$ cat src/rtl/serial_port.sv
`default_nettype none
// ============================================================================
// Module   : serial_port
// Purpose  : UART endpoint (8N1, LSB first) behind the memory-mapped serial
//            data/status words. Write strobes from the MMU start a TX frame.
//            Incoming RX frames are assembled into a one-byte receive buffer.
//            Completion flags are reported back for the status word.
// Ports    : clk                      - system clock, rising edge
//            rst                      - synchronous reset, active low
//            serial_enable_i          - qualifies readWrite / fetch_data
//            serial_readWrite_i       - 1 = write request (TX)
//            serial_fetch_data_i      - CPU is reading the data word
//            serial_dataWrite_i[15:0] - TX data, bits [7:0] are sent
//            serial_dataRead_o[15:0]  - {8'h00, rx_buf}, registered
//            serial_sendComplete_o    - 1 = TX idle, ready for a new byte
//            serial_receiveComplete_o - 1 = rx_buf holds an unread byte
//            uart_txd_o               - serial TX line, idle high
//            uart_rxd_i               - serial RX line, asynchronous
// Params   : CLKS_PER_BIT             - clocks per UART bit, must be >= 4
// Revision : 1.0 - initial release
// ============================================================================
module serial_port #(
  parameter int CLKS_PER_BIT = 96
) (
  input  logic        clk,
  input  logic        rst,
  input  logic        serial_enable_i,
  input  logic        serial_readWrite_i,
  input  logic        serial_fetch_data_i,
  input  logic [15:0] serial_dataWrite_i,
  output logic [15:0] serial_dataRead_o,
  output logic        serial_sendComplete_o,
  output logic        serial_receiveComplete_o,
  output logic        uart_txd_o,
  input  logic        uart_rxd_i
);

  // Bit-period counter: wide enough to hold CLKS_PER_BIT-1.
  localparam int c_CNT_W = (CLKS_PER_BIT > 1) ? $clog2(CLKS_PER_BIT) : 1;
  localparam logic [c_CNT_W-1:0] c_BIT_LAST  = c_CNT_W'(CLKS_PER_BIT - 1);
  // Start bit is re-checked half a bit in, so data samples land mid-bit.
  localparam logic [c_CNT_W-1:0] c_HALF_LAST = c_CNT_W'(CLKS_PER_BIT / 2 - 1);

  typedef enum logic [1:0] {
    S_IDLE  = 2'd0,
    S_START = 2'd1,
    S_DATA  = 2'd2,
    S_STOP  = 2'd3
  } state_t;

  // --------------------------------------------------------------------------
  // Request qualification and edge detection
  // --------------------------------------------------------------------------
  logic w_wr;
  logic w_rd;
  logic w_wr_rise;
  logic w_rd_fall;
  logic r_wr_d;
  logic r_rd_d;

  assign w_wr      = serial_enable_i & serial_readWrite_i;
  assign w_rd      = serial_enable_i & serial_fetch_data_i;
  assign w_wr_rise = w_wr & ~r_wr_d;
  assign w_rd_fall = ~w_rd & r_rd_d;

  // Upper half of the write word is never transmitted.
  logic w_unused_data_hi;
  assign w_unused_data_hi = &{1'b0, serial_dataWrite_i[15:8]};

  // --------------------------------------------------------------------------
  // TX engine
  // --------------------------------------------------------------------------
  state_t             r_tx_state;
  logic [c_CNT_W-1:0] r_tx_cnt;
  logic [2:0]         r_tx_idx;
  logic [7:0]         r_tx_shift;
  logic               r_txd;
  logic               r_send_complete;

  always_ff @(posedge clk) begin
    if (!rst) begin
      r_tx_state      <= S_IDLE;
      r_tx_cnt        <= '0;
      r_tx_idx        <= '0;
      r_tx_shift      <= '0;
      r_txd           <= 1'b1;
      r_send_complete <= 1'b1;
      r_wr_d          <= 1'b0;
    end else begin
      // Edge history is tracked in every state so that a level held across
      // the end of a frame does not look like a fresh request.
      r_wr_d <= w_wr;
      case (r_tx_state)
        S_IDLE: begin
          r_tx_cnt <= '0;
          r_tx_idx <= '0;
          if (w_wr_rise) begin
            r_tx_shift      <= serial_dataWrite_i[7:0];
            r_txd           <= 1'b0;
            r_send_complete <= 1'b0;
            r_tx_state      <= S_START;
          end
        end
        S_START: begin
          if (r_tx_cnt == c_BIT_LAST) begin
            r_tx_cnt   <= '0;
            r_txd      <= r_tx_shift[0];
            r_tx_state <= S_DATA;
          end else begin
            r_tx_cnt <= r_tx_cnt + 1'b1;
          end
        end
        S_DATA: begin
          if (r_tx_cnt == c_BIT_LAST) begin
            r_tx_cnt <= '0;
            if (r_tx_idx == 3'd7) begin
              r_txd      <= 1'b1;
              r_tx_state <= S_STOP;
            end else begin
              // Bit 0 of the shifter is always the bit on the line; the next
              // bit is one position up until the shift takes effect.
              r_tx_idx   <= r_tx_idx + 3'd1;
              r_tx_shift <= {1'b0, r_tx_shift[7:1]};
              r_txd      <= r_tx_shift[1];
            end
          end else begin
            r_tx_cnt <= r_tx_cnt + 1'b1;
          end
        end
        S_STOP: begin
          if (r_tx_cnt == c_BIT_LAST) begin
            r_tx_cnt        <= '0;
            r_send_complete <= 1'b1;
            r_tx_state      <= S_IDLE;
          end else begin
            r_tx_cnt <= r_tx_cnt + 1'b1;
          end
        end
        default: begin
          r_tx_state <= S_IDLE;
        end
      endcase
    end
  end

  // --------------------------------------------------------------------------
  // RX engine
  // --------------------------------------------------------------------------
  logic               r_rx_meta;
  logic               r_rxs;
  state_t             r_rx_state;
  logic [c_CNT_W-1:0] r_rx_cnt;
  logic [2:0]         r_rx_idx;
  logic [7:0]         r_rx_shift;
  logic [7:0]         r_rx_buf;
  logic               r_rx_full;
  logic               w_rx_load;

  // A good stop bit commits the byte; this has priority over a fetch
  // completing in the same cycle so the new byte is never lost.
  assign w_rx_load = (r_rx_state == S_STOP) && (r_rx_cnt == c_BIT_LAST) && r_rxs;

  always_ff @(posedge clk) begin
    if (!rst) begin
      r_rx_meta  <= 1'b1;
      r_rxs      <= 1'b1;
      r_rx_state <= S_IDLE;
      r_rx_cnt   <= '0;
      r_rx_idx   <= '0;
      r_rx_shift <= '0;
      r_rx_buf   <= '0;
      r_rx_full  <= 1'b0;
      r_rd_d     <= 1'b0;
    end else begin
      r_rx_meta <= uart_rxd_i;
      r_rxs     <= r_rx_meta;
      r_rd_d    <= w_rd;

      case (r_rx_state)
        S_IDLE: begin
          r_rx_cnt <= '0;
          r_rx_idx <= '0;
          if (!r_rxs) begin
            r_rx_state <= S_START;
          end
        end
        S_START: begin
          if (r_rx_cnt == c_HALF_LAST) begin
            r_rx_cnt <= '0;
            // Line already back high at mid start bit: treat as noise.
            r_rx_state <= r_rxs ? S_IDLE : S_DATA;
          end else begin
            r_rx_cnt <= r_rx_cnt + 1'b1;
          end
        end
        S_DATA: begin
          if (r_rx_cnt == c_BIT_LAST) begin
            r_rx_cnt   <= '0;
            r_rx_shift <= {r_rxs, r_rx_shift[7:1]};
            if (r_rx_idx == 3'd7) begin
              r_rx_state <= S_STOP;
            end else begin
              r_rx_idx <= r_rx_idx + 3'd1;
            end
          end else begin
            r_rx_cnt <= r_rx_cnt + 1'b1;
          end
        end
        S_STOP: begin
          if (r_rx_cnt == c_BIT_LAST) begin
            // A low stop bit is a framing error: the byte is dropped and the
            // buffer and flag are left as they were.
            r_rx_cnt   <= '0;
            r_rx_state <= S_IDLE;
          end else begin
            r_rx_cnt <= r_rx_cnt + 1'b1;
          end
        end
        default: begin
          r_rx_state <= S_IDLE;
        end
      endcase

      if (w_rx_load) begin
        r_rx_buf  <= r_rx_shift;
        r_rx_full <= 1'b1;
      end else if (w_rd_fall) begin
        r_rx_full <= 1'b0;
      end
    end
  end

  // --------------------------------------------------------------------------
  // Outputs (all straight from registers)
  // --------------------------------------------------------------------------
  assign serial_dataRead_o        = {8'h00, r_rx_buf};
  assign serial_sendComplete_o    = r_send_complete;
  assign serial_receiveComplete_o = r_rx_full;
  assign uart_txd_o               = r_txd;

endmodule
`default_nettype wire

$ cat config.mk
export PLATFORM = sky130hd
export DESIGN_NAME = serial_port
export DESIGN_NICKNAME = d
export VERILOG_FILES = /design/src/rtl/serial_port.sv
export SDC_FILE = /design/constraint.sdc
export NUM_CORES = 1
export LEC_CHECK = 0
export ABC_AREA = 1
export CAP_MARGIN = 25
export CORE_MARGIN = 8
export CORE_UTILIZATION = 27
export CTS_BUF_LIST = sky130_fd_sc_hd__clkbuf_2
export DETAILED_ROUTE_END_ITERATION = 12
export HOLD_SLACK_MARGIN = 0.1
export PLACE_DENSITY = 0.44
export SYNTH_ARGS = -nofsm -noshare
export SYNTH_HDL_FRONTEND = slang
export SYNTH_SLANG_ARGS = --single-unit
$ cat constraint.sdc
create_clock -name clk -period 1.82 [get_ports clk]
set_input_delay 0.273 -clock clk [delete_from_list [all_inputs] [get_ports clk]]
set_output_delay 0.273 -clock clk [all_outputs]
set_load 0.01 [all_outputs]
======== Word-level counts from Yosys, hierarchy flattened ========
Cells that the tools add are included.
word-level totals
  register bits after elaboration ......... 55
  word-level logic and storage cells ...... 105
operators by class
  add/sub/neg operators ................... 4
  equal/unequal tests ..................... 23
  mux-type cells .......................... 37
  bitwise logic cells ..................... 6
  reduce and logical (&&, ||, !) cells .... 19
operator list
  kind                                                                    count
  8-bit two-way mux                                                       3
  2-bit two-way mux                                                       11
  2-bit != test (second input constant)                                   11
  7-bit two-way mux                                                       3
  7-bit one-hot mux with 3 select lines                                   1
  2-bit one-hot mux with 4 select lines                                   2
  8-bit one-hot mux with 2 select lines                                   1
  7-bit by 1-bit adder with 7-bit output (second input constant)          2
  7-bit equality test (second input constant)                             2
  7-bit one-hot mux with 2 select lines                                   1
  3-bit two-way mux                                                       4
  3-bit one-hot mux with 2 select lines                                   2
  5-bit AND reduction                                                     2
  3-bit AND reduction                                                     3
  2-bit equality test (second input constant)                             4
  4-bit AND reduction                                                     2
  2-bit nonzero test                                                      4
  7-bit by 6-bit equality test with 1-bit output (second input constant)  1
  1-bit two-way mux                                                       7
  3-bit by 1-bit adder with 3-bit output (second input constant)          2
  3-bit equality test (second input constant)                             2
  1-bit bitwise AND                                                       4
  2-bit by 1-bit equality test with 1-bit output (second input constant)  2
  2-bit zero test                                                         2
  other kinds (9)                                                         11

======== Logic depth before layout (Yosys ltp) ========
  depth after elaboration ................. 5
  gate-level depth with buffers ........... 10

======== Least setup slack after synthesis ========
Ideal clock, no wire load.
  path type ............................... register -> register
  from .................................... register r_tx_state[0]
  to ...................................... register r_tx_shift[7]
  setup time .............................. 0.114 ns
  arrival ................................. 1.331 ns
  slack ................................... 0.375 ns
  cell stages (with the launch flop) ...... 8
  period minus slack after synthesis ...... 1.445 ns
  path through ............................ dfxtp_1 -> inv_1 -> ha_1 -> nor2_2 -> a21oi_4 -> nand3_4 -> a21oi_1 -> nor2_1
between the ends
  cells in the longest elaborated chain, start to end .. 3
  elaborated cells on any way between the ends .. 8
  those cells by class .................... 4 x eq/ne; 1 x mux; 3 x reduce/logical
ends and longest elaborated chain
  what                                                                         line  RTL
  start: declaration                                                           73    state_t r_tx_state;
  start signal: assignment                                                     82    r_tx_state <= S_IDLE;
  start signal: assignment                                                     101   r_tx_state <= S_START;
  start signal: assignment                                                     108   r_tx_state <= S_DATA;
  2-bit equality test / 2-bit zero test (equally long branches)                93    case (r_tx_state)
  2-bit != test (no source line) / 2-bit nonzero test (equally long branches)  n/a
  4-bit AND reduction (no source line)                                         n/a
  end signal: assignment                                                       98    r_tx_shift <= serial_dataWrite_i[7:0];
  end signal: assignment                                                       123   r_tx_shift <= {1'b0, r_tx_shift[7:1]};
  end: declaration                                                             76    logic [7:0] r_tx_shift;
Parallel ways exist; a longest one is shown, timed or not.
A chain may end at the register's enable or synchronous reset.

======== Final worst setup path ========
  from .................................... register r_rx_buf[1]
  to ...................................... output serial_dataRead_o[1]
RTL lines
  what                      line  RTL
  start: declaration        155   logic [7:0] r_rx_buf;
  start signal: assignment  225   r_rx_buf <= r_rx_shift;
  end: declaration          31    output logic [15:0] serial_dataRead_o,
No word-level cell between the ends.

==> impl_metrics.tcl <==
set metrics [dict create \
    outcome "finished, final reports clean" \
    dp_cells 487 \
    cp.arrival_ns 1.41 \
    setup_tns_ns 0 \
    slowest_delay_ns 0.54 \
    layout_min_cycle_time_ns 1.686 \
    area_growth_pct 17.98 \
    p_total_mw 2.846 \
    drt-initial-drc-count 79 \
    synth_area_leader_cell "dfxtp_1" \
    crit_fanout 2 \
    p_clk_share_pct 18.5 \
    drive_gt1_share_pct 9.563 \
    place_ws_ns 0.1175 \
    cts_tree "built" \
    htreeDepth 2 \
    gp_congestion 0.7436 \
    finalSetupViolCount 0 \
    synthSimpleGateAreaFrac_pct 27.31 \
    grt_max_degree 27 \
    fmax_mhz 593.0 \
    crit_buf_inv 1 \
    ioPinCount 41 \
    wl_per_cell_um 10.77 \
    drt_wl_total_um 5329 \
    track_usage_pct 8.577 \
    grt_pass1_wl_um 9280 \
    cp-start-kind "register" \
    vias 2099 \
    worst_setup_path_end_kind "output pin" \
    synthTopCellsByArea "dfxtp_1 (43%), nand2_1 (8.6%), nor2_1 (6.3%)" \
    synth-async-reset-ratio_pct 0 \
    io_buffers 24 \
    slowest_stage "clkdlybuf4s50_1" \
    peakVddDrop_uv 333.2 \
    synth_edf_count 0 \
    hold_viol 0 \
    cts_sinks 55 \
    rows 35 \
    slew_viol_final 0 \
    switching_share_pct 36.79 \
    synthFlopType "dfxtp_1" \
    cp_cell_sequence "clkdlybuf4s50_1" \
    syn-cell-area_sq_um 2575 \
    cts_buffer_depth 2 \
    hold_path.class "in2reg" \
    final_nets 398 \
    synth_top_area_share_pct 42.76 \
    synth_top_family_by_area "simple AND/OR/NAND/NOR gates" \
    fin_ws_ns 0.1336 \
    routed_via_density 4.240 \
    crit_type "reg2out" \
    clk_pin_slew_ns 0.32 \
    fin_skew_ns 0.03101 \
    power_frac_seq_pct 48.9 \
    antenna_cells 0 \
    hpwl_um 3814 \
    p_per_area_nw_per_um2 936.9 \
    postSynthAreaPerCell_sq_um 7.733 \
    combPwrFrac_pct 32.5 \
    grt_pass1_vias 2017 \
    synth_fa_ha_area_share_pct 5.345 \
    gr-total-overflow 0 \
    drc 0 \
    die_h_um 113.7 \
    start_util_pct 27.87 \
    cts_hold_buf 0 \
    cts_made_buffers 5 \
    antenna_found_initial 0 \
    required_ns 1.55 \
    synth-compound-area-share_pct 12.83 \
    synth.area.mux_share_pct 0 \
    p_leak_nw 1.203 \
    internal-power_mw 1.799 \
    synth_xor_area_share_pct 2.381 \
    yosysUniqueCellTypes 34 \
    seq_area_frac_synth_pct 42.76 \
    cap_violations 0 \
    die_w_um 113.7 \
    yosys_warnings 0 \
    clkLatencyLatePin_ns 0.46 \
    post-route-period-util_pct 92.66 \
    ant_nets 0 \
    p_switching_mw 1.047 \
    finish.utilization_pct 32.88 \
    critical-path-top-delay-family "buffers and inverters" \
    root_buffer "clkbuf_2" \
    dieArea_sq_um 12920 \
    n_fill_cell 1029 \
    core_area_sq_um 9240 \
    rsz0062_at_grt "no" \
    dr.pass1.iters 4 \
    syn_inst 333 \
    fin_cells 495 \
    ys_ff_latch 55 \
]
logic make-up (layout without fill, tap and decap cells):
logic type      count (synthesis)  count (layout)
buf+inv                        51              77
fa+ha+maj                      11              11
simple gates                  148             148
flops                          55              55
xor+xnor                        7               7
other cells                     1               8
compound gates                 60              60
per-stage QoR:
stage                     hold WS [ns]  cell area [sq um]
after floorplan                 0.3796               2601
after global routing            0.3033               3038
after CTS                       0.2708               3033
final                           0.3121               3038
after detailed placement        0.4025               2984
after global placement          0.3998               2984
layout make-up:
cell class	instances	area, sq um	share of cell area (%)
clock buffer	5	25.02	0.8237
clock inverter	3	23.77	0.7825
inverter	35	131.4	4.325
multi-input combinational	234	1267	41.72
sequential	55	1101	36.24
tap	129	161.4	5.313
timing repair buffer	34	327.8	10.79
sequential cells by signal, summed over array words and instances, names as in the netlist, named ones only:
name                      count
r_rd_d                        1
r_rx_state                    1
r_tx_idx                      3
r_wr_d                        1
serial_sendComplete_o         1
r_tx_cnt                      7
r_rx_meta                     1
uart_txd_o                    1
r_rx_buf                      8
r_rx_idx                      3
serial_receiveComplete_o      1
r_tx_state                    2
r_rx_shift                    8
r_tx_shift                    8
r_rxs                         1
r_rx_cnt                      7
cells in the mapped netlist (2+ instances only):
master    number
nor2_1        43
nand2_1       59
or2_2          2
nor3b_1        2
nand3b_1       2
clkbuf_1       2
buf_2          4
nor3_1         3
inv_1         33
o21ai_0       25
nand4_1        8
dfxtp_1       55
buf_4          9
xor2_1         4
nand3_2        3
xnor2_1        3
ha_1          11
nand3_4        2
nand3_1       18
nor2_2         2
a21oi_1       30
metal layers:
layer | vias to the layer above | GRT usage [%] | routed length, um
met5 | - | 0 | 0
met4 | 0 | 2.398 | 57
met3 | 5 | 2.166 | 233
met2 | 34 | 13.85 | 2381
met1 | 930 | 11.02 | 2656
li1 | 1130 | - | -
power by group through the flow:
| stage | logic, mW | clock network (mW) | registers [mW] |
|---|---|---|---|
| final | 0.926 | 0.528 | 1.39 |
| after CTS | 0.935 | 0.565 | 1.39 |
| after global routing | 1.06 | 0.601 | 1.41 |
| after floorplan | 0.639 | 0 | 1.41 |
| after global placement | 0.935 | 0 | 1.41 |
| after detailed placement | 0.932 | 0 | 1.42 |
path summary, 6_finish.rpt:
path	start	end	slack, ns	cells past startpoint
min	serial_fetch_data_i	r_rd_d	0.31	3
max	r_rx_buf[1]	serial_dataRead_o[1]	0.13	1
max reg2reg	r_tx_state[0]	r_tx_shift[1]	0.23	7
min reg2reg	r_rx_meta	r_rxs	0.43	1
what timing repair did:
| action | CTS | global route |
|---|---|---|
| setup buffers | 0 | 0 |
| resized for setup | 0 | 2 |
| endpoints found under the setup margin | 0 | 12 |
layout by cell type, fill, tap and decap left out:
cell type / count
nor2_2: 3
buf_4: 9
clkinvlp_4: 2
clkdlybuf4s50_1: 24
inv_1: 33
nand2_4: 1
ha_2: 1
conb_1: 8
ha_1: 10
xor2_1: 4
o21ai_1: 1
nand4_1: 8
buf_12: 1
a21oi_4: 1
nor3_1: 3
o21ai_4: 1
nor2_4: 1
nand3b_1: 2
or2_0: 1
a21boi_0: 1
nand3_1: 18
o21ai_0: 25
nand3_2: 3
nand3_4: 2
or2_2: 2
nand2_1: 59
clkinv_1: 1
dfxtp_1: 55
nor3b_1: 2
clkbuf_2: 5
nor2_1: 42
nor3_4: 1
o211a_1: 1
a21oi_1: 30
inv_6: 1
xnor2_1: 3
inv_2: 1
tightest hold or removal path, stage by stage:
cell and delay, ns:
clkdlybuf4s50_1 0.40, inv_1 0.06, nor3_1 0.05
(Power assumes the default switching activity.)
